===== src/rtl/pipibibs_shram_pkg.sv =====
// Shared-RAM arbiter common types.
// State encoding, grant ids and default bus widths.
package pipibibs_shram_pkg;

  localparam int SHRAM_AW = 11;
  localparam int SHRAM_DW = 8;

  localparam logic GRANT_68K = 1'b0;
  localparam logic GRANT_Z80 = 1'b1;

  typedef enum logic [1:0] {
    IDLE,
    ACCESS,
    WAITD,
    DONE
  } state_e;

endpackage


===== src/rtl/pipibibs_rr_arb2.sv =====
// Two-input round-robin picker.
// Holds last_grant; a tie goes to the other side.
module pipibibs_rr_arb2
  import pipibibs_shram_pkg::*;
(
  input  logic       clk_i,
  input  logic       rst_ni,
  input  logic [1:0] req_i,
  input  logic       advance_i,
  output logic       gnt_id_o,
  output logic       gnt_vld_o
);

  logic last_q;

  // Pick a winner; on a tie favour whoever did not win last.
  always_comb begin
    gnt_vld_o = |req_i;
    gnt_id_o  = GRANT_68K;
    if (&req_i) begin
      gnt_id_o = ~last_q;
    end else if (req_i[1]) begin
      gnt_id_o = GRANT_Z80;
    end
  end

  // Remember the winner of each accepted grant.
  always_ff @(posedge clk_i or negedge rst_ni) begin
    if (!rst_ni) begin
      last_q <= GRANT_Z80;
    end else if (advance_i && gnt_vld_o) begin
      last_q <= gnt_id_o;
    end
  end

endmodule


===== src/rtl/pipibibs_shram_arbiter.sv =====
// 68K / Z80 sound shared-RAM arbiter.
// One BRAM access at a time; Z80 is stalled via WAIT.
module pipibibs_shram_arbiter
  import pipibibs_shram_pkg::*;
#(
  parameter int AW      = SHRAM_AW,
  parameter int DW      = SHRAM_DW,
  parameter int RAM_LAT = 1
) (
  input  logic          CLK,
  input  logic          RESET_N,
  input  logic          M68K_REQ,
  input  logic [AW-1:0] M68K_ADDR,
  input  logic          M68K_WE,
  input  logic [DW-1:0] M68K_DIN,
  output logic [DW-1:0] M68K_DOUT,
  output logic          M68K_ACK,
  input  logic          Z80_REQ,
  input  logic [AW-1:0] Z80_ADDR,
  input  logic          Z80_WE,
  input  logic [DW-1:0] Z80_DIN,
  output logic [DW-1:0] Z80_DOUT,
  output logic          Z80_ACK,
  output logic          Z80_WAIT,
  output logic [AW-1:0] RAM_ADDR,
  output logic          RAM_WE,
  output logic [DW-1:0] RAM_DIN,
  input  logic [DW-1:0] RAM_DOUT
);

  localparam logic [1:0] WAIT_LOAD = 2'(RAM_LAT - 1);

  state_e        state_q;
  logic [1:0]    cnt_q;
  logic          we_q;
  logic          owner_q;
  logic          m_ack_q;
  logic          z_ack_q;
  logic          ram_we_q;
  logic [AW-1:0] ram_addr_q;
  logic [DW-1:0] ram_din_q;
  logic [DW-1:0] m_dout_q;
  logic [DW-1:0] z_dout_q;

  logic [1:0]    req;
  logic          gnt_id;
  logic          gnt_vld;
  logic          sel_we;
  logic [AW-1:0] sel_addr;
  logic [DW-1:0] sel_din;

  // A requester showing its ACK may still hold REQ; it sits out.
  assign req = {Z80_REQ & ~z_ack_q, M68K_REQ & ~m_ack_q};

  pipibibs_rr_arb2 u_arb (
    .clk_i     (CLK),
    .rst_ni    (RESET_N),
    .req_i     (req),
    .advance_i (state_q == IDLE),
    .gnt_id_o  (gnt_id),
    .gnt_vld_o (gnt_vld)
  );

  assign sel_addr = (gnt_id == GRANT_Z80) ? Z80_ADDR : M68K_ADDR;
  assign sel_din  = (gnt_id == GRANT_Z80) ? Z80_DIN  : M68K_DIN;
  assign sel_we   = (gnt_id == GRANT_Z80) ? Z80_WE   : M68K_WE;

  // Access sequencer: grant, strobe, wait out latency, complete.
  always_ff @(posedge CLK or negedge RESET_N) begin
    if (!RESET_N) begin
      state_q    <= IDLE;
      cnt_q      <= '0;
      we_q       <= 1'b0;
      owner_q    <= GRANT_68K;
      m_ack_q    <= 1'b0;
      z_ack_q    <= 1'b0;
      ram_we_q   <= 1'b0;
      ram_addr_q <= '0;
      ram_din_q  <= '0;
      m_dout_q   <= '0;
      z_dout_q   <= '0;
    end else begin
      m_ack_q  <= 1'b0;
      z_ack_q  <= 1'b0;
      ram_we_q <= 1'b0;
      unique case (state_q)
        IDLE: begin
          if (gnt_vld) begin
            owner_q    <= gnt_id;
            ram_addr_q <= sel_addr;
            ram_din_q  <= sel_din;
            we_q       <= sel_we;
            ram_we_q   <= sel_we;
            state_q    <= ACCESS;
          end
        end
        ACCESS: begin
          if (RAM_LAT == 1) begin
            state_q <= DONE;
          end else begin
            cnt_q   <= WAIT_LOAD;
            state_q <= WAITD;
          end
        end
        WAITD: begin
          if (cnt_q == 2'd1) begin
            state_q <= DONE;
          end else begin
            cnt_q <= cnt_q - 2'd1;
          end
        end
        DONE: begin
          if (!we_q) begin
            if (owner_q == GRANT_Z80) begin
              z_dout_q <= RAM_DOUT;
            end else begin
              m_dout_q <= RAM_DOUT;
            end
          end
          m_ack_q <= (owner_q == GRANT_68K);
          z_ack_q <= (owner_q == GRANT_Z80);
          state_q <= IDLE;
        end
        default: state_q <= IDLE;
      endcase
    end
  end

  assign M68K_DOUT = m_dout_q;
  assign M68K_ACK  = m_ack_q;
  assign Z80_DOUT  = z_dout_q;
  assign Z80_ACK   = z_ack_q;
  assign Z80_WAIT  = Z80_REQ & ~z_ack_q;
  assign RAM_ADDR  = ram_addr_q;
  assign RAM_WE    = ram_we_q;
  assign RAM_DIN   = ram_din_q;

endmodule


===== config.mk =====
export PLATFORM = sky130hd
export DESIGN_NAME = pipibibs_shram_arbiter
export DESIGN_NICKNAME = d
export VERILOG_FILES = /design/src/rtl/pipibibs_shram_pkg.sv /design/src/rtl/pipibibs_rr_arb2.sv /design/src/rtl/pipibibs_shram_arbiter.sv
export SDC_FILE = /design/constraint.sdc
export NUM_CORES = 1
export LEC_CHECK = 0
export BUFFER_PORTS_ARGS = -buffer_cell sky130_fd_sc_hd__buf_2
export CAP_MARGIN = 40
export CORE_UTILIZATION = 50
export DETAILED_ROUTE_END_ITERATION = 8
export PLACE_DENSITY_LB_ADDON = 0.1
export SLEW_MARGIN = 20
export SYNTH_ARGS = -nofsm -noshare
export SYNTH_HDL_FRONTEND = slang
export SYNTH_HIERARCHICAL = 1
export SYNTH_SLANG_ARGS = --single-unit

===== constraint.sdc =====
create_clock -name CLK -period 2.75 [get_ports CLK]
set_input_delay 0.275 -clock CLK [delete_from_list [all_inputs] [get_ports CLK]]
set_output_delay 0.275 -clock CLK [all_outputs]
set_load 0.1 [all_outputs]

* Word-level counts from Yosys, hierarchy flattened
Index checks and enable logic that the tools add are counted.
** Operators by class
- Bitwise operators :: 8
- Equality and inequality tests :: 6
- Reductions and logical operators :: 9
- Add/sub/neg operators :: 1
- Multiplexer cells :: 12
** Operators by type and width (number)
- 11-bit two-way mux :: 1
- 8-bit two-way mux :: 1
- 2-bit case mux with 4 select lines :: 1
- 2-bit AND reduction :: 4
- 1-bit two-way mux :: 7
- 1-bit inverter :: 6
- 3-bit AND reduction :: 2
- 2-bit by 1-bit == test with 1-bit output (second input constant) :: 2
- 2-bit == test (second input constant) :: 2
- 2-bit two-way mux :: 2
- 2-bit != test (second input constant) :: 2
- 1-bit bitwise AND :: 2
- 2-bit zero test :: 1
- 2-bit OR reduction :: 1
- 2-bit by 1-bit subtractor with 2-bit output (second input constant) :: 1
- 1-bit logical AND :: 1
** Storage, ports and cells
- Bits of input ports :: 52
- Output and inout bits :: 39
- Logic and storage cells :: 48
- Flip-flop bits (word level) :: 45

* Depth between registers and ports, before layout
- Depth after elaboration :: 7
- Depth in mapped cells :: 7
- Depth with buffers taken out :: 5

* Modules after synthesis
Netlist, hierarchy kept.
** Modules (own cells, without submodules)
- pipibibs_shram_arbiter :: instances 1, area an instance 2013.2 um2, cells each 154
- pipibibs_rr_arb2 :: instances 1, area an instance 51.3 um2, cells each 5

* Worst setup path after synthesis
OpenSTA, ideal clock, no wires.
- Path type :: register to register
- From :: register z_ack_q (netlist: Z80_ACK)
- To :: register we_q
- Cell stages (with the launch flop) :: 5
- Library setup time :: 0.125 ns
- Required time :: 2.625 ns
- Clock period less this slack :: 3.405 ns
- Arrival :: 3.280 ns
- Path slack :: -0.655 ns
- Path through :: dfrtp_1 nor2b_1 a21boi_0 mux2_2 mux2_4
** Between the ends
- Word-level cells in the longest chain between the ends :: 5
- Elaborated cells between the ends (all ways) :: 8
** Ends and longest elaborated chain
- start, declared :: RTL line pipibibs_shram_arbiter.sv:38 : logic z_ack_q;
- start signal, assigned :: RTL line pipibibs_shram_arbiter.sv:121 : z_ack_q <= (owner_q == GRANT_Z80);
- 1-bit inverter *
- 1-bit bitwise AND *
- named net Z80_WAIT :: RTL line pipibibs_shram_arbiter.sv:24 : output logic Z80_WAIT,
- 1-bit two-way mux / 2-bit AND reduction (equally long branches) :: RTL line pipibibs_rr_arb2.sv:22, pipibibs_rr_arb2.sv:20
- 1-bit two-way mux * :: RTL line pipibibs_rr_arb2.sv:20 : if (&req_i) begin
- named net gnt_id :: RTL line pipibibs_shram_arbiter.sv:46 : logic gnt_id;
- 1-bit two-way mux * :: RTL line pipibibs_shram_arbiter.sv:66 : assign sel_we = (gnt_id == GRANT_Z80) ? Z80_WE : M68K_WE;
- end signal, assigned :: RTL line pipibibs_shram_arbiter.sv:92 : we_q <= sel_we;
- end, declared :: RTL line pipibibs_shram_arbiter.sv:35 : logic we_q;
Mark *: on every way through the listed nets, which the timed path passes. The rest lies on a longest branch.
A chain may end at the register's enable or synchronous reset.

* Final worst setup path
- From :: register z_ack_q (netlist: Z80_ACK)
- To :: register ram_addr_q[0] (netlist: RAM_ADDR[0])
** Between the ends
- Word-level cells in the longest chain between the ends :: 5
- Elaborated cells between the ends (all ways) :: 8
** Ends and longest elaborated chain
- 1-bit inverter * :: RTL line pipibibs_shram_arbiter.sv:53 : assign req = {Z80_REQ & ~z_ack_q, M68K_REQ & ~m_ack_q};
- 1-bit bitwise AND * :: RTL line pipibibs_shram_arbiter.sv:53
- 1-bit two-way mux / 2-bit AND reduction (equally long branches) :: RTL line pipibibs_rr_arb2.sv:22, pipibibs_rr_arb2.sv:20
- 1-bit two-way mux * :: RTL line pipibibs_rr_arb2.sv:20
- named net gnt_id :: RTL line pipibibs_shram_arbiter.sv:46
- 11-bit two-way mux * :: RTL line pipibibs_shram_arbiter.sv:64 : assign sel_addr = (gnt_id == GRANT_Z80) ? Z80_ADDR : M68K_ADDR;
- end signal, assigned :: RTL line pipibibs_shram_arbiter.sv:90 : ram_addr_q <= sel_addr;
- end, declared :: RTL line pipibibs_shram_arbiter.sv:40 : logic [AW-1:0] ram_addr_q;
Marked as above.

==> results.yml <==
outcome:
  run_status: "complete, no violations"
worst_setup_path:
  worst-endpoint-arrival_ps: 1990
  reg2reg_to: "RAM_ADDR[0]"
  crit_fanout: 14
  critical_path.max_stage_delay_ps: 460
  critical_path.slowest_cell: "a21boi_2"
  startpoint_kind_of_the_worst_setup_timing_path: "flip-flop"
  cp_cell_sequence: "nor2b_4 -> a21boi_2 -> buf_4 -> mux2i_1 -> a21oi_1"
  timing.critical_path.required_ps: 2910
  regToRegStartpoint: "Z80_ACK"
  rr_worst_depth: 5
  worstSetupPathType: "reg2reg"
  reg2reg_slack_ps: 920
  crit_path_end_kind: "flip-flop"
die:
  std_cell_rows: 22
  ios: 91
  die_width_um: 66.3
  effective_utilization_at_floorplan_pct: 54.3
  core-area_sq_um: 3800
  die_height_um: 66.3
  die_area_sq_um: 4390
worst_hold_path:
  worstHoldPathType: "in2reg"
  worst_hold_path.num_cells: 2
  timing.hold.worst.start: "RAM_DOUT[1]"
  min_to: "M68K_DOUT[1]"
routing:
  met2WireLength_mm: 1.88
  drt-pass1-iter-count: 5
  routedWlPerCell_um: 13.3
  detailed_route_iter0_violations: 68
  aggregate_routed_wire_length_mm: 3.98
  vias: 1436
  post-route-drc-count: 0
  highest-signal-layer: "met4"
  drt-met1-wl_mm: 1.77
  ant_nets: 0
  dr_wl_met3_um: 297
  vias_per_cell: 4.79
layout:
  number_of_nets_in_the_layout: 309
  fill_cells: 285
  area_growth_syn_to_layout_pct: 29.5
  post_route_cells_drive_above_1_share_pct: 50.4
  antennaDiodeCount: 0
global_routing:
  grt_use_total_pct: 20.0
  overflow: 0
  antenna_found_initial: 0
  maximum_number_of_pins_on_one_net_before_global_route_repair: 41
  grt_pass1_vias: 1395
  grt_pass1_wl_mm: 6.38
timing:
  grt_setup_unrepaired: "no"
  timing.max_slew.rel_slack_pct: 58.4
  max_slew.worst_pin.slew_ps: 624
  final_min_period_over_clock_period_pct: 66.4
  fmaxAchievable_mhz: 548
  final.setup_skew_ps: 12.0
  maxSlewViolCount: 0
  hold_fails_final_rpt: 0
  report.final.setup_viol: 0
  finalSetupTns_ps: 0
  period_needed_ps: 1830
cts:
  clock_sinks: 45
  cts_buffers: 5
  cts_max_path_buffers: 2
  clock_tree.htree_level_count: 2
  clk-insertion-delay-late_ps: 300
  cts.reportedPaths.clkPinSlew_ps: 90
  tritoncts: "done"
  cts_root_buffer: "clkbuf_8"
yosys:
  syn_nets: 217
  ys_types: 25
  syn_avg_cell_area_sq_um: 13.0
  yosysWarnings: 6
  area_of_the_mapped_netlist_sq_um: 2060
  postSynthCellCount: 159
  yosys_register_bits: 45
  synth-seq-area-share_pct: 54.6
run:
  cap_viol_max_count: 0
place:
  place.gp.congestion: 0.709
  detailedPlacementHpwl_mm: 2.97
  place.port_buffers: 90
==> stage by stage <==
step | area [sq um] | utilization, % | hold WS [ps] | instances | worst slack, ps
6_report | 2670 | 70.4 | 213 | 300 | 924
3_5_place_dp | 2560 | 67.3 | 318 | 291 | 966
2_1_floorplan | 2070 | - | -20.6 | 159 | 240
4_1_cts | 2670 | 70.4 | 204 | 300 | 935
5_1_grt | 2670 | 70.4 | 201 | 300 | 775
3_3_place_gp | 2530 | 66.6 | 466 | 290 | 985
==> worst max path at each step <==
stage                              to  slack [ps]     from
after global placement    RAM_ADDR[4]         990  Z80_ACK
after floorplan                  we_q         240  Z80_ACK
after detailed placement  RAM_ADDR[0]         970  Z80_ACK
after CTS                 RAM_ADDR[0]         940  Z80_ACK
final                     RAM_ADDR[0]         920  Z80_ACK
after global routing      RAM_ADDR[4]         770  Z80_ACK
==> worst max-delay path: cells and delay by family, from the launching register on <==
kind | cells | cell delay (ps)
simple gates | 1 | 130
buf+inv | 1 | 350
mux | 1 | 240
compound gates | 2 | 550
flops | 1 | 410
==> cells in the mapped netlist <==
cell type / count / area [sq um]
a21boi_0: 1 / 7.51
a21oi_1: 21 / 105
a31oi_1: 1 / 6.26
and2_1: 1 / 6.26
and2_4: 1 / 8.76
and3_1: 1 / 6.26
buf_2: 4 / 20.0
buf_4: 1 / 7.51
buf_6: 4 / 45.0
dfrtp_1: 44 / 1100
dfstp_2: 1 / 26.3
ha_1: 6 / 75.1
inv_1: 4 / 15.0
mux2_2: 3 / 33.8
mux2_4: 17 / 255
mux2i_1: 20 / 200
nand2_1: 1 / 3.75
nand2b_2: 1 / 8.76
nor2_1: 19 / 71.3
nor2b_1: 3 / 18.8
nor2b_2: 1 / 8.76
nor2b_4: 1 / 13.8
o21ai_0: 1 / 5.00
or2_1: 1 / 6.26
xor2_1: 1 / 8.76
==> cell type report <==
type                    count  area, sq um  share of cell area, %
multi-input cells         101          861                   32.2
inverters                   4         15.0                  0.562
repair buffers             94          503                   18.8
clock buffers               6         72.6                   2.71
clock inverters             2         35.0                   1.31
well taps                  48         60.1                   2.25
flip-flops and latches     45         1130                   42.2
==> registers in the layout, indices dropped and copies added (netlist names) <==
register / cells
M68K_ACK: 1
M68K_DOUT: 8
RAM_ADDR: 11
RAM_DIN: 8
RAM_WE: 1
Z80_ACK: 1
Z80_DOUT: 8
cnt_q: 2
owner_q: 1
state_q: 2
u_arb/last_q: 1
we_q: 1
==> layer usage <==
metal / GRT usage, % / vias to the layer above
met5: 0 / -
met1: 26.3 / 656
met2: 31.6 / 50
li1: - / 726
met3: 6.72 / 4
met4: 4.79 / 0
==> cells by family (layout without fill, tap and decap cells) <==
group / Yosys count / in the layout / share of synthesized area [%]
buffers and inverters: 13 / 106 / 4.24
multiplexers: 40 / 40 / 23.7
AND/OR/NAND/NOR: 30 / 30 / 7.39
XOR/XNOR: 1 / 1 / 0.424
adder cells (fa/ha/maj): 6 / 6 / 3.64
AO/OA/AOI/OAI: 24 / 24 / 6.00
flip-flops: 45 / 45 / 54.6
==> cell usage in the layout (no fill, tap or decap) <==
cell,synthesis,routed
or2_1,1,1
a21oi_1,21,21
clkinv_2,0,1
nor2_1,19,19
buf_16,0,1
and2_1,1,1
mux2_4,17,17
ha_1,6,6
o21ai_0,1,1
buf_2,4,90
nor2b_1,3,2
nand2_1,1,1
clkbuf_1,0,1
dfstp_2,1,1
a21boi_2,0,1
buf_4,1,2
nor2b_4,1,2
mux2i_1,20,20
inv_1,4,4
bufinv_16,0,1
and3_1,1,1
and2_4,1,1
a31oi_1,1,1
dfrtp_1,44,44
mux2_2,3,3
xor2_1,1,1
clkbuf_8,0,5
dlygate4sd3_1,0,1
nor2b_2,1,1
nand2b_2,1,1
==> what timing repair did <==
action,4_1_cts,5_1_grt
setup buffers,0,0
resized for setup,0,0
hold endpoints to repair,24,0
hold buffers,1,0
endpoints found under the setup margin,0,0
Power is left out: the tool's default activity adds up to more than one toggle a clock period on the data nets, which glitch-free logic cannot reach.
